<file path="config.mk">
export PLATFORM = sky130hd
export DESIGN_NAME = seg7_scan_driver
export DESIGN_NICKNAME = d
export VERILOG_FILES = /design/src/rtl/seg7_scan_driver.sv
export SDC_FILE = /design/constraint.sdc
export NUM_CORES = 1
export LEC_CHECK = 0
export CAP_MARGIN = 20
export CORE_ASPECT_RATIO = 0.6
export CORE_MARGIN = 2
export CORE_UTILIZATION = 30
export DETAILED_ROUTE_END_ITERATION = 7
export PLACE_DENSITY_LB_ADDON = 0.15
export SLEW_MARGIN = 5
export SYNTH_ARGS = -nofsm -noshare
export SYNTH_HDL_FRONTEND = slang
export SYNTH_SLANG_ARGS = --single-unit
</file>
<file path="constraint.sdc">
create_clock -name clk -period 3.4 [get_ports clk]
set_input_delay 0.68 -clock clk [delete_from_list [all_inputs] [get_ports clk]]
set_output_delay 0.68 -clock clk [all_outputs]
set_load 0.1 [all_outputs]
</file>
<file path="src/rtl/seg7_scan_driver.sv">
// Time-multiplexed seven-segment driver: prescaled digit scan, frame-synchronous
// shadow update, leading-zero blanking and PWM dimming with registered pin outputs.
module seg7_scan_driver #(
   parameter int unsigned NUM_DIGITS  = 4,
   parameter int unsigned REFRESH_DIV = 100000,
   parameter int unsigned DIM_BITS    = 4
) (
   input  logic                    clk,
   input  logic                    rst_n,
   input  logic                    display_on,
   input  logic [4*NUM_DIGITS-1:0] digits,
   input  logic [NUM_DIGITS-1:0]   dp_in,
   input  logic                    update,
   input  logic                    blank_lz,
   input  logic [DIM_BITS-1:0]     brightness,
   output logic [NUM_DIGITS-1:0]   an,
   output logic [6:0]              cathode,
   output logic                    dp,
   output logic                    pending,
   output logic                    frame_tick
);

   localparam int unsigned PRE_W = $clog2(REFRESH_DIV);
   localparam int unsigned IDX_W = (NUM_DIGITS > 1) ? $clog2(NUM_DIGITS) : 1;

   logic [PRE_W-1:0]        pre_q, pre_d;
   logic [IDX_W-1:0]        idx_q, idx_d;
   logic [DIM_BITS-1:0]     pwm_q, pwm_d;
   logic [4*NUM_DIGITS-1:0] shadow_q, shadow_d;
   logic [NUM_DIGITS-1:0]   shadow_dp_q, shadow_dp_d;
   logic                    pending_q, pending_d;
   logic                    frame_tick_q, frame_tick_d;
   logic [NUM_DIGITS-1:0]   an_q, an_d;
   logic [6:0]              cathode_q, cathode_d;
   logic                    dp_q, dp_d;

   logic                    terminal, wrap, load, lit;
   logic [NUM_DIGITS-1:0]   blank;
   logic                    zero_run;
   logic [3:0]              cur_nib;
   logic                    cur_dp, cur_blank;

   function automatic logic [6:0] decode(input logic [3:0] nib);
      logic [6:0] seg;
      case (nib)
         4'h0: seg = 7'h40;
         4'h1: seg = 7'h79;
         4'h2: seg = 7'h24;
         4'h3: seg = 7'h30;
         4'h4: seg = 7'h19;
         4'h5: seg = 7'h12;
         4'h6: seg = 7'h02;
         4'h7: seg = 7'h78;
         4'h8: seg = 7'h00;
         4'h9: seg = 7'h10;
         4'hA: seg = 7'h08;
         4'hB: seg = 7'h03;
         4'hC: seg = 7'h46;
         4'hD: seg = 7'h21;
         4'hE: seg = 7'h06;
         default: seg = 7'h0E;
      endcase
      return seg;
   endfunction

   assign terminal = (pre_q == PRE_W'(REFRESH_DIV - 1));
   // Frame start is the edge where the last digit slot ends; the shadow load lands on it.
   assign wrap     = terminal && (idx_q == IDX_W'(NUM_DIGITS - 1));
   assign load     = wrap && (pending_q || update);
   assign lit      = (pwm_q <= brightness);

   always_comb begin
      pre_d        = terminal ? '0 : pre_q + PRE_W'(1);
      idx_d        = idx_q;
      if (terminal) idx_d = wrap ? '0 : idx_q + IDX_W'(1);
      pwm_d        = pwm_q + DIM_BITS'(1);
      frame_tick_d = wrap;
      pending_d    = pending_q;
      if (wrap) pending_d = 1'b0;
      else if (update) pending_d = 1'b1;
      shadow_d     = load ? digits : shadow_q;
      shadow_dp_d  = load ? dp_in : shadow_dp_q;
   end

   // A digit is blanked when it and every more-significant shadow nibble are zero.
   always_comb begin
      blank    = '0;
      zero_run = 1'b1;
      for (int unsigned i = NUM_DIGITS - 1; i >= 1; i--) begin
         zero_run = zero_run && (shadow_q[4*i +: 4] == 4'h0);
         blank[i] = blank_lz && zero_run;
      end
   end

   always_comb begin
      cur_nib   = '0;
      cur_dp    = 1'b0;
      cur_blank = 1'b0;
      for (int unsigned i = 0; i < NUM_DIGITS; i++) begin
         if (idx_q == IDX_W'(i)) begin
            cur_nib   = shadow_q[4*i +: 4];
            cur_dp    = shadow_dp_q[i];
            cur_blank = blank[i];
         end
      end
      an_d      = '1;
      cathode_d = 7'h7F;
      dp_d      = 1'b1;
      if (display_on && !cur_blank && lit) begin
         for (int unsigned i = 0; i < NUM_DIGITS; i++) an_d[i] = (idx_q != IDX_W'(i));
         cathode_d = decode(cur_nib);
         dp_d      = ~cur_dp;
      end
   end

   always_ff @(posedge clk or negedge rst_n) begin
      if (!rst_n) begin
         pre_q        <= '0;
         idx_q        <= '0;
         pwm_q        <= '0;
         shadow_q     <= '0;
         shadow_dp_q  <= '0;
         pending_q    <= 1'b0;
         frame_tick_q <= 1'b0;
         an_q         <= '1;
         cathode_q    <= 7'h7F;
         dp_q         <= 1'b1;
      end else begin
         pre_q        <= pre_d;
         idx_q        <= idx_d;
         pwm_q        <= pwm_d;
         shadow_q     <= shadow_d;
         shadow_dp_q  <= shadow_dp_d;
         pending_q    <= pending_d;
         frame_tick_q <= frame_tick_d;
         an_q         <= an_d;
         cathode_q    <= cathode_d;
         dp_q         <= dp_d;
      end
   end

   assign an         = an_q;
   assign cathode    = cathode_q;
   assign dp         = dp_q;
   assign pending    = pending_q;
   assign frame_tick = frame_tick_q;

endmodule

</file>
==> results of run 1 <==
## how the worst max path moves through the flow
stage	start	end	slack (ns)
2_1_floorplan	idx_q[0]	cathode[3]	0.98
3_3_place_gp	idx_q[0]	cathode[3]	0.93
3_5_place_dp	update	shadow_dp_q[0]	0.90
4_1_cts	frame_tick	frame_tick	0.91
5_1_grt	idx_q[0]	cathode[3]	0.64
6_report	idx_q[0]	cathode[3]	0.93
## where the power goes
part	internal, µW	switching, µW	leakage, µW
Sequential	690	1.44	0.000732
Combinational	42.8	72.7	0.000768
Clock	552	285	0.000137
## sequential cells by signal (all words and copies together), names as in the netlist
signal       count
shadow_q        16
pre_q           17
cathode          7
pwm_q            4
idx_q            2
shadow_dp_q      4
dp               1
pending          1
frame_tick       1
an               4
## through the flow
| stage | cells | instance area, µm² | hold WS, ns | utilization, % |
|---|---|---|---|---|
| detailed placement | 421 | 3470 | 0.471 | 37.2 |
| global route | 437 | 3750 | 0.451 | 40.2 |
| CTS | 437 | 3750 | 0.431 | 40.2 |
| finish | 437 | 3750 | 0.416 | 40.2 |
| floorplan | 255 | 2920 | 0.384 | - |
| global placement | 421 | 3470 | 0.482 | 37.2 |
## worst register-to-register path: cells and delay by family (launching register included)
family | cells | cell delay, ns
buf+inv | 1 | 0.16
fa+ha+maj | 2 | 0.83
simple gates | 1 | 0.03
mux | 1 | 0.17
flops | 1 | 0.39
compound gates | 3 | 0.81
## cell families after synthesis
group,Yosys count
adder cells (fa/ha/maj),16
AO/OA/AOI/OAI,32
AND/OR/NAND/NOR,86
flip-flops,57
buffers and inverters,26
multiplexers,23
XOR/XNOR,15
## metal layers
metal / vias to the layer above / wire length, µm
li1: 996 / -
met1: 927 / 3630
met2: 44 / 2250
met3: 7 / 442
met4: 0 / 70
met5: - / 0
## cells in the mapped netlist (3+ instances only)
| cell | number | area (µm²) |
|---|---|---|
| nand3b_1 | 5 | 37.5 |
| dfrtp_1 | 45 | 1130 |
| and2_1 | 3 | 18.8 |
| nor4_1 | 3 | 18.8 |
| a21oi_1 | 5 | 25.0 |
| xor2_1 | 5 | 43.8 |
| mux2_4 | 20 | 300 |
| ha_1 | 16 | 200 |
| o21ai_0 | 7 | 35.0 |
| xnor2_1 | 10 | 87.6 |
| buf_2 | 6 | 30.0 |
| nand4_1 | 4 | 25.0 |
| dfstp_2 | 12 | 315 |
| nor2_1 | 17 | 63.8 |
| inv_1 | 16 | 60.1 |
| nor3_1 | 3 | 15.0 |
| nor3b_1 | 4 | 30.0 |
| a211oi_1 | 5 | 37.5 |
| a221o_1 | 3 | 30.0 |
| nand3_1 | 11 | 55.1 |
| nand2_1 | 21 | 78.8 |
## layout make-up
type	count	area [µm²]	share of cell area, %
Multi-Input combinational cell	172	1360	36.4
Inverter	16	60.1	1.60
Timing Repair Buffer	46	438	11.7
Sequential cell	57	1440	38.5
Tap cell	130	163	4.34
Clock buffer	16	282	7.51
==> impl_metrics.env, run 1 <==
export IMPL_slowest_delay_ns=0.58
export IMPL_place_gp_congestion=0.765
export IMPL_root_buffer="clkbuf_16"
export IMPL_yosys_area_share_simple_pct=16.2
export IMPL_use_met2_pct=16.3
export IMPL_synth_area_per_cell_um2=11.4
export IMPL_die_x_um=131
export IMPL_ctsLongestPathBuffers=2
export IMPL_fmax_ghz=0.404
export IMPL_period_minus_slack_ns=2.47
export IMPL_worst_path_max_fanout=20
export IMPL_synth_xor_xnor_area_share_pct=4.50
export IMPL_worst_slew_pin_slew_ns=0.961
export IMPL_syn_nets=300
export IMPL_vias=1974
export IMPL_antenna_found_initial=0
export IMPL_grt_overflow=0
export IMPL_setup_viol=0
export IMPL_critPathTopFamily="adder cells"
export IMPL_cp_depth=8
export IMPL_grt_use_met3_pct=6.19
export IMPL_cp_end_kind="register"
export IMPL_area_growth_pct=28.4
export IMPL_rsz0062_at_grt="no"
export IMPL_postCtsSetupBuffers=0
export IMPL_drc=0
export IMPL_finClkSkew_ns=0.00667
export IMPL_grt_pass1_vias=1971
export IMPL_ios=43
export IMPL_cp_required_ns=3.64
export IMPL_yosysUniqueCellTypes=45
export IMPL_async_flop_share_pct=100
export IMPL_start_kind="register"
export IMPL_synth_top_flop_cell="dfrtp_1"
export IMPL_synth_compound_area_share_pct=7.63
export IMPL_wl_per_cell_um=14.6
export IMPL_final_fill_count=939
export IMPL_dr_first_iter_drc_count=83
export IMPL_drive_above_1_share_pct=22.1
export IMPL_r2r_end="cathode[3]"
export IMPL_cts_sinks=57
export IMPL_ir_worst_vdd_mv=0.212
export IMPL_status="complete, no violations"
export IMPL_r2r_slack_ns=0.93
export IMPL_synth_top_family_by_area="simple AND/OR/NAND/NOR gates"
export IMPL_slew_violations=0
export IMPL_core_area_um2=9320
export IMPL_clk_latency_ns=0.32
export IMPL_hold_class="in2async"
export IMPL_finalCritPeriodShare_pct=72.8
export IMPL_drv_cap=0
export IMPL_layout_commonest_cell="dfrtp_1"
export IMPL_rows=27
export IMPL_yosys_warnings=0
export IMPL_dr_pass1_iters=4
export IMPL_ys_ff_latch=57
export IMPL_cts_buffers=9
export IMPL_grt_busiest_layer="met1"
export IMPL_path_common_cell="ha_1"
export IMPL_setup_ws_ns=0.926
export IMPL_port_buffer_count=42
export IMPL_reg2reg_from="idx_q[0]"
export IMPL_finalSetupTns_ns=0
export IMPL_rr_worst_depth=8
export IMPL_wl_um=6400
export IMPL_start_util_pct=31.3
export IMPL_synth_area_mux_share_pct=11.4
export IMPL_cp_data_arrival_time_ns=2.71
export IMPL_critPathKind="reg2reg"
export IMPL_syn_cell_area_um2=2920
export IMPL_power_total_uw=1640
export IMPL_cts_resized=0
export IMPL_track_usage_pct=13.4
export IMPL_grt_max_degree=30
export IMPL_postSynthCellCount=255
export IMPL_dp_hpwl_um=4700
export IMPL_hold_viol=0
export IMPL_die_height_um=80.4
export IMPL_cts_tree="built"
export IMPL_ys_seq_area_share_pct=49.4
export IMPL_htreeDepth=3
export IMPL_power_density_nw_per_um2=439
export IMPL_nNetsFinal=347
export IMPL_layout_common_cells="dfrtp_1 (45), clkdlybuf4s50_1 (28), nand2_1 (21), mux2_4 (20), nor2_1 (17)"
export IMPL_synth_edf_count=0
export IMPL_routed_via_density=4.52
export IMPL_cpMaxStageDelayCell="ha_1"
export IMPL_path_buf_inv=1
export IMPL_holdBufCountCts=0
export IMPL_n_antenna_cell=0
export IMPL_dieArea_um2=10600
export IMPL_clkTransAtPathRegs_ns=0.05
export IMPL_ant_nets=0
export IMPL_path_cells="ha_1 -> a211oi_1 -> a221o_1 -> inv_1 -> ha_1 -> mux2_2 -> nor2_1 -> o21ai_0"
export IMPL_power_static_leakage_uw=0.00164
export IMPL_globalRouteMet1Util_pct=20.0
export IMPL_synth_fa_ha_area_share_pct=6.86
export IMPL_relSlewSlack_pct=35.7
export IMPL_grt_pass1_wl_um=10700
export IMPL_pre_cts_slack_ns=0.904
(Power assumes the default switching activity.)
==> run 2: changes to the inputs <==
clock period = 2 ns   (was 3.4 ns; I/O delays follow)
==> run 2 against run 1 <==
  * The flow now finishes with violations (negative setup slack)
  * Global-route usage rose by 0.76 points
  * Sequential share of layout area fell by 6.8 points
  * First-iteration DRC count rose by 58%
  * Setup slack got worse by 1.0 ns
  * Combinational power rose by 99%
  * Via count rose by 13%
  * Total power rose by 68%
  * Register-to-register slack got worse by 1.0 ns
  * Critical endpoint unchanged
  * Largest cell class is now multi-input combinational cells
  * Largest power group unchanged
==> impl_metrics.env, run 2 (same netlist as run 1, synthesis figures left out) <==
export IMPL_finalSetupTns_ns=-1.71
export IMPL_largest_register="pre_q"
export IMPL_relSlewSlack_pct=65.7
export IMPL_grt_use_met3_pct=5.11
export IMPL_die_height_um=80.4
export IMPL_routed_via_density=4.58
export IMPL_worst_path_max_fanout=10
export IMPL_drive_above_1_share_pct=43.3
export IMPL_p_comb_share_pct=8.3
export IMPL_antenna_found_initial=0
export IMPL_power_frac_seq_pct=42.7
export IMPL_final_cell_area_um2=4560
export IMPL_holdBufCountCts=0
export IMPL_cts_buffers=9
export IMPL_area_growth_pct=56.2
export IMPL_ir_worst_vdd_mv=0.439
export IMPL_reg2reg_from="idx_q[0]"
export IMPL_rows=27
export IMPL_setup_viol=26
export IMPL_finClkSkew_ns=0.00580
export IMPL_grt_busiest_layer="met1"
export IMPL_p_sw_uw=600
export IMPL_p_sw_share_pct=21.7
export IMPL_worst_slew_pin_slew_ns=0.515
export IMPL_power_static_leakage_uw=0.00200
export IMPL_period_minus_slack_ns=2.11
export IMPL_place_gp_congestion=0.832
export IMPL_violations="negative setup slack"
export IMPL_fmax_ghz=0.473
export IMPL_largest_reg_flops=17
export IMPL_cp_data_arrival_time_ns=2.36
export IMPL_hold_viol=0
export IMPL_die_x_um=131
export IMPL_path_cells="ha_4 -> buf_4 -> nor3b_1 -> a221o_2 -> buf_4 -> mux2i_1 -> nor2_1 -> o21ai_1"
export IMPL_slew_violations=0
export IMPL_ios=43
export IMPL_cp_required_ns=2.25
export IMPL_wl_um=7540
export IMPL_dieArea_um2=10600
export IMPL_clkTransAtPathRegs_ns=0.05
export IMPL_hold_class="in2async"
export IMPL_dr_pass1_iters=4
export IMPL_fin_util_pct=48.9
export IMPL_grt_pass1_wl_um=11100
export IMPL_use_met2_pct=17.0
export IMPL_cts_sinks=57
export IMPL_status="complete, but fails checks"
export IMPL_dp_hpwl_um=5170
export IMPL_wl_per_cell_um=15.5
export IMPL_rr_worst_depth=8
export IMPL_grt_pass1_vias=2113
export IMPL_layout_common_cells="buf_4 (44), dfrtp_1 (43), clkdlybuf4s50_1 (27), mux2_4 (21), nand2_1 (20)"
export IMPL_drv_cap=0
export IMPL_track_usage_pct=14.2
export IMPL_r2r_end="cathode[3]"
export IMPL_pwr_share_clk_pct=49.0
export IMPL_pre_cts_slack_ns=-0.228
export IMPL_critPathKind="reg2reg"
export IMPL_dr_first_iter_drc_count=131
export IMPL_placed_area_um2=3960
export IMPL_r2r_slack_ns=-0.11
export IMPL_path_common_cell="buf_4"
export IMPL_clk_latency_ns=0.33
export IMPL_vias=2228
export IMPL_cp_end_kind="register"
export IMPL_setup_ws_ns=-0.112
export IMPL_globalRouteMet1Util_pct=21.9
export IMPL_power_density_nw_per_um2=607
export IMPL_n_antenna_cell=0
export IMPL_ctsLongestPathBuffers=2
export IMPL_cpMaxStageDelayCell="dfrtp_2"
export IMPL_htreeDepth=3
export IMPL_grt_overflow=0
export IMPL_root_buffer="clkbuf_16"
export IMPL_rsz0062_at_grt="yes"
export IMPL_nNetsFinal=398
export IMPL_start_util_pct=31.3
export IMPL_p_int_uw=2170
export IMPL_port_buffer_count=42
export IMPL_core_area_um2=9320
export IMPL_finalCritPeriodShare_pct=106
export IMPL_ant_nets=0
export IMPL_layout_commonest_cell="buf_4"
export IMPL_cts_tree="built"
export IMPL_drc=0
export IMPL_slowest_delay_ns=0.46
export IMPL_start_kind="register"
export IMPL_grt_max_degree=23
run 2: changes by cell type in the layout (fill, tap and decap cells not counted), moves of 3 or more:
cell / before / now
nor2_2: 0 / 3
buf_6: 0 / 4
inv_2: 0 / 3
buf_4: 15 / 44
ha_1: 16 / 9
a211oi_1: 5 / 0
a211oi_2: 0 / 4
ha_4: 0 / 7
buf_12: 2 / 16
inv_1: 16 / 11
nor2_1: 17 / 14
run 2: critical path: cells and delay by family (launching register included):
kind | cells | cell delay (ns)
AOI/OAI and AO/OA | 2 | 0.40
adders and majority gates | 1 | 0.23
muxes | 1 | 0.17
buffers and inverters | 2 | 0.33
and+or+nand+nor | 2 | 0.44
DFF | 1 | 0.46
run 2: layer usage:
| layer | vias to the layer above | part of all wire [%] |
|---|---|---|
| met3 | 9 | 5.6 |
| met4 | 0 | 1.3 |
| met2 | 61 | 36 |
| li1 | 1098 | - |
| met5 | - | 0 |
| met1 | 1060 | 57 |
run 2: power by group through the flow:
| stage | registers, µW | clock network (µW) | logic (µW) |
|---|---|---|---|
| final | 1180 | 1360 | 229 |
| after global placement | 1200 | 0 | 228 |
| after floorplan | 1270 | 0 | 17.9 |
| after detailed placement | 1200 | 0 | 229 |
| after CTS | 1180 | 1410 | 230 |
| after global routing | 1180 | 1460 | 242 |
run 2: worst max-delay path by stage:
stage                  startpoint         end  cells after the start
global placement    brightness[1]  cathode[1]                      9
CTS                      idx_q[1]  cathode[3]                     10
global route             idx_q[1]  cathode[5]                     11
finish                   idx_q[0]  cathode[3]                      8
detailed placement  brightness[1]  cathode[1]                      9
floorplan                idx_q[0]  cathode[3]                      9
run 2: final cells by class:
class	instances	area (µm²)
timing repair buffer	96	1040
clock buffer	14	264
fill	845	4770
inverter	16	65.1
multi-input combinational	173	1580
sequential	57	1440
tap	130	163
run 2: repair_timing:
item	CTS	global route
pin swaps	3	16
cloned	0	4
setup buffers	7	7
gates resized for setup	12	27
setup endpoints to repair	26	29
run 2: stage by stage:
stage	total power (µW)	hold WS (ns)	cells
after global routing	2880	0.0799	486
after CTS	2820	0.0551	476
after floorplan	1290	0.104	255
after detailed placement	1430	0.408	455
after global placement	1430	0.405	455
final	2770	0.0526	486
==> run 3: changes to the inputs <==
PLACE_DENSITY_LB_ADDON = default   (was 0.15)
clock period = 2.3 ns   (was 2 ns; I/O delays follow)
==> run 3 against run 2 <==
  * The flow now finishes without violations
  * Clock skew increased by 0.0048 ns
  * Flip-flop and latch count unchanged
  * Routed wire length decreased by 14%
  * Setup slack improved by 0.25 ns
  * Clock power about the same
  * Maximum frequency decreased by 2.3%
  * Count of clock-buffer cells in the layout unchanged
  * Sequential share of layout area increased by 5.6 points
  * First-iteration DRC count decreased by 19%
  * Register-to-register slack improved by 0.25 ns
  * Sequential power decreased by 14%
  * Total power decreased by 7.9%
  * Critical path type unchanged
  * Critical endpoint is now cathode[0]
  * Largest cell class is now sequential cells
==> impl_metrics.env, run 3 (same netlist as run 1, synthesis figures left out) <==
export IMPL_critPathKind="reg2reg"
export IMPL_ios=43
export IMPL_pre_cts_slack_ns=0.0229
export IMPL_cts_sinks=57
export IMPL_dr_first_iter_drc_count=106
export IMPL_cp_end_kind="register"
export IMPL_slowest_delay_ns=0.42
export IMPL_ant_nets=0
export IMPL_vias=2063
export IMPL_dr_pass1_iters=4
export IMPL_relSlewSlack_pct=57.1
export IMPL_dieArea_um2=10600
export IMPL_clkTransAtPathRegs_ns=0.05
export IMPL_slew_violations=0
export IMPL_setup_viol=0
export IMPL_fin_util_pct=41.5
export IMPL_root_buffer="clkbuf_16"
export IMPL_core_area_um2=9320
export IMPL_status="complete, no violations"
export IMPL_drive_above_1_share_pct=26.9
export IMPL_layout_commonest_cell="dfrtp_1"
export IMPL_track_usage_pct=13.3
export IMPL_path_buf_inv=3
export IMPL_critPathTopFamily="compound AO/OA/AOI/OAI gates"
export IMPL_fin_cells=446
export IMPL_worst_path_max_fanout=6
export IMPL_htreeDepth=3
export IMPL_port_buffer_count=42
export IMPL_largest_reg_flops=17
export IMPL_rows=27
export IMPL_setup_ws_ns=0.139
export IMPL_die_height_um=80.4
export IMPL_ctsLongestPathBuffers=2
export IMPL_wl_per_cell_um=14.6
export IMPL_n_antenna_cell=0
export IMPL_grt_max_degree=35
export IMPL_place_gp_congestion=0.826
export IMPL_grt_overflow=0
export IMPL_period_minus_slack_ns=2.16
export IMPL_power_static_leakage_uw=0.00170
export IMPL_cts_buffers=9
export IMPL_grt_pass1_wl_um=10800
export IMPL_die_x_um=131
export IMPL_nNetsFinal=356
export IMPL_finalSetupTns_ns=0
export IMPL_wl_um=6500
export IMPL_finalCritPeriodShare_pct=94.0
export IMPL_path_cells="inv_1 -> ha_2 -> nand3b_1 -> a221o_1 -> inv_1 -> ha_1 -> inv_1 -> a22o_1 -> o21ai_1"
export IMPL_path_common_cell="inv_1"
export IMPL_fmax_ghz=0.463
export IMPL_grt_pass1_vias=2035
export IMPL_cp_data_arrival_time_ns=2.40
export IMPL_drc=0
export IMPL_drv_cap=0
export IMPL_hold_class="in2async"
export IMPL_antenna_found_initial=0
export IMPL_layout_common_cells="dfrtp_1 (45), clkdlybuf4s50_1 (27), buf_4 (25), nand2_1 (21), mux2_4 (20)"
export IMPL_dpl_cell_count=428
export IMPL_clk_latency_ns=0.33
export IMPL_worst_slew_pin_slew_ns=0.637
export IMPL_cts_tree="built"
export IMPL_ir_worst_vdd_mv=0.365
export IMPL_finClkSkew_ns=0.0106
export IMPL_start_util_pct=31.3
export IMPL_hold_viol=0
export IMPL_dp_hpwl_um=4730
export IMPL_cp_required_ns=2.54
export IMPL_cpMaxStageDelayCell="a221o_1"
export IMPL_start_kind="register"
export IMPL_power_total_uw=2550
export IMPL_power_density_nw_per_um2=659
export IMPL_routed_via_density=4.63
export IMPL_largest_register="pre_q"
export IMPL_area_growth_pct=32.4
-- run 3: changes by cell type in the layout (fill, tap and decap cells not counted), sizes merged --
cell / change
a221o: -1
buf: -38
bufinv: +1
clkbuf: -3
clkinv: +1
-- run 3: path summary, 6_finish.rpt --
check	slack (ns)	from	endpoint	depth (start not counted)
worst max-delay path	0.14	idx_q[0]	cathode[0]	9
worst min-delay path	0.12	rst_n	pre_q[11]	1
worst max register to register	0.14	idx_q[0]	cathode[0]	9
worst min register to register	0.48	pwm_q[3]	pwm_q[3]	1
max in group asynchronous	1.53	rst_n	cathode[4]	2
min in group clk	0.48	pwm_q[3]	pwm_q[3]	1
-- run 3: cell type report --
class	instances	area, µm²
repair buffers	55	503
well taps	130	163
multi-input cells	172	1390
flip-flops and latches	57	1440
fillers	915	5460
inverters	16	60.1
clock inverters	2	35.0
clock buffers	14	274
-- run 3: timing repair --
| action | CTS | global route |
|---|---|---|
| hold buffers | 0 | 0 |
| endpoints found under the setup margin | 0 | 6 |
| gates resized for setup | 0 | 6 |
| buffers inserted | 0 | 2 |
-- run 3: layer usage --
metal	vias up	global-route usage [%]	part of all wire [%]	wire length, µm
li1	1013	-	-	-
met1	986	19.4	55	3540
met2	56	17.7	39	2530
met3	8	4.61	5.1	333
met4	0	4.89	1.4	89
met5	-	0	0	0
-- run 3: stage by stage --
step	hold WS (ns)	cell area [µm²]
after CTS	0.133	3830
after global placement	0.472	3520
final	0.123	3870
after floorplan	0.164	2930
after detailed placement	0.471	3520
after global routing	0.167	3870
-- run 3: power by group --
part	switching (µW)	internal, µW	leakage [µW]
registers	2.54	1020	0.000732
clock network	432	924	0.000153
logic	107	63.3	0.000814
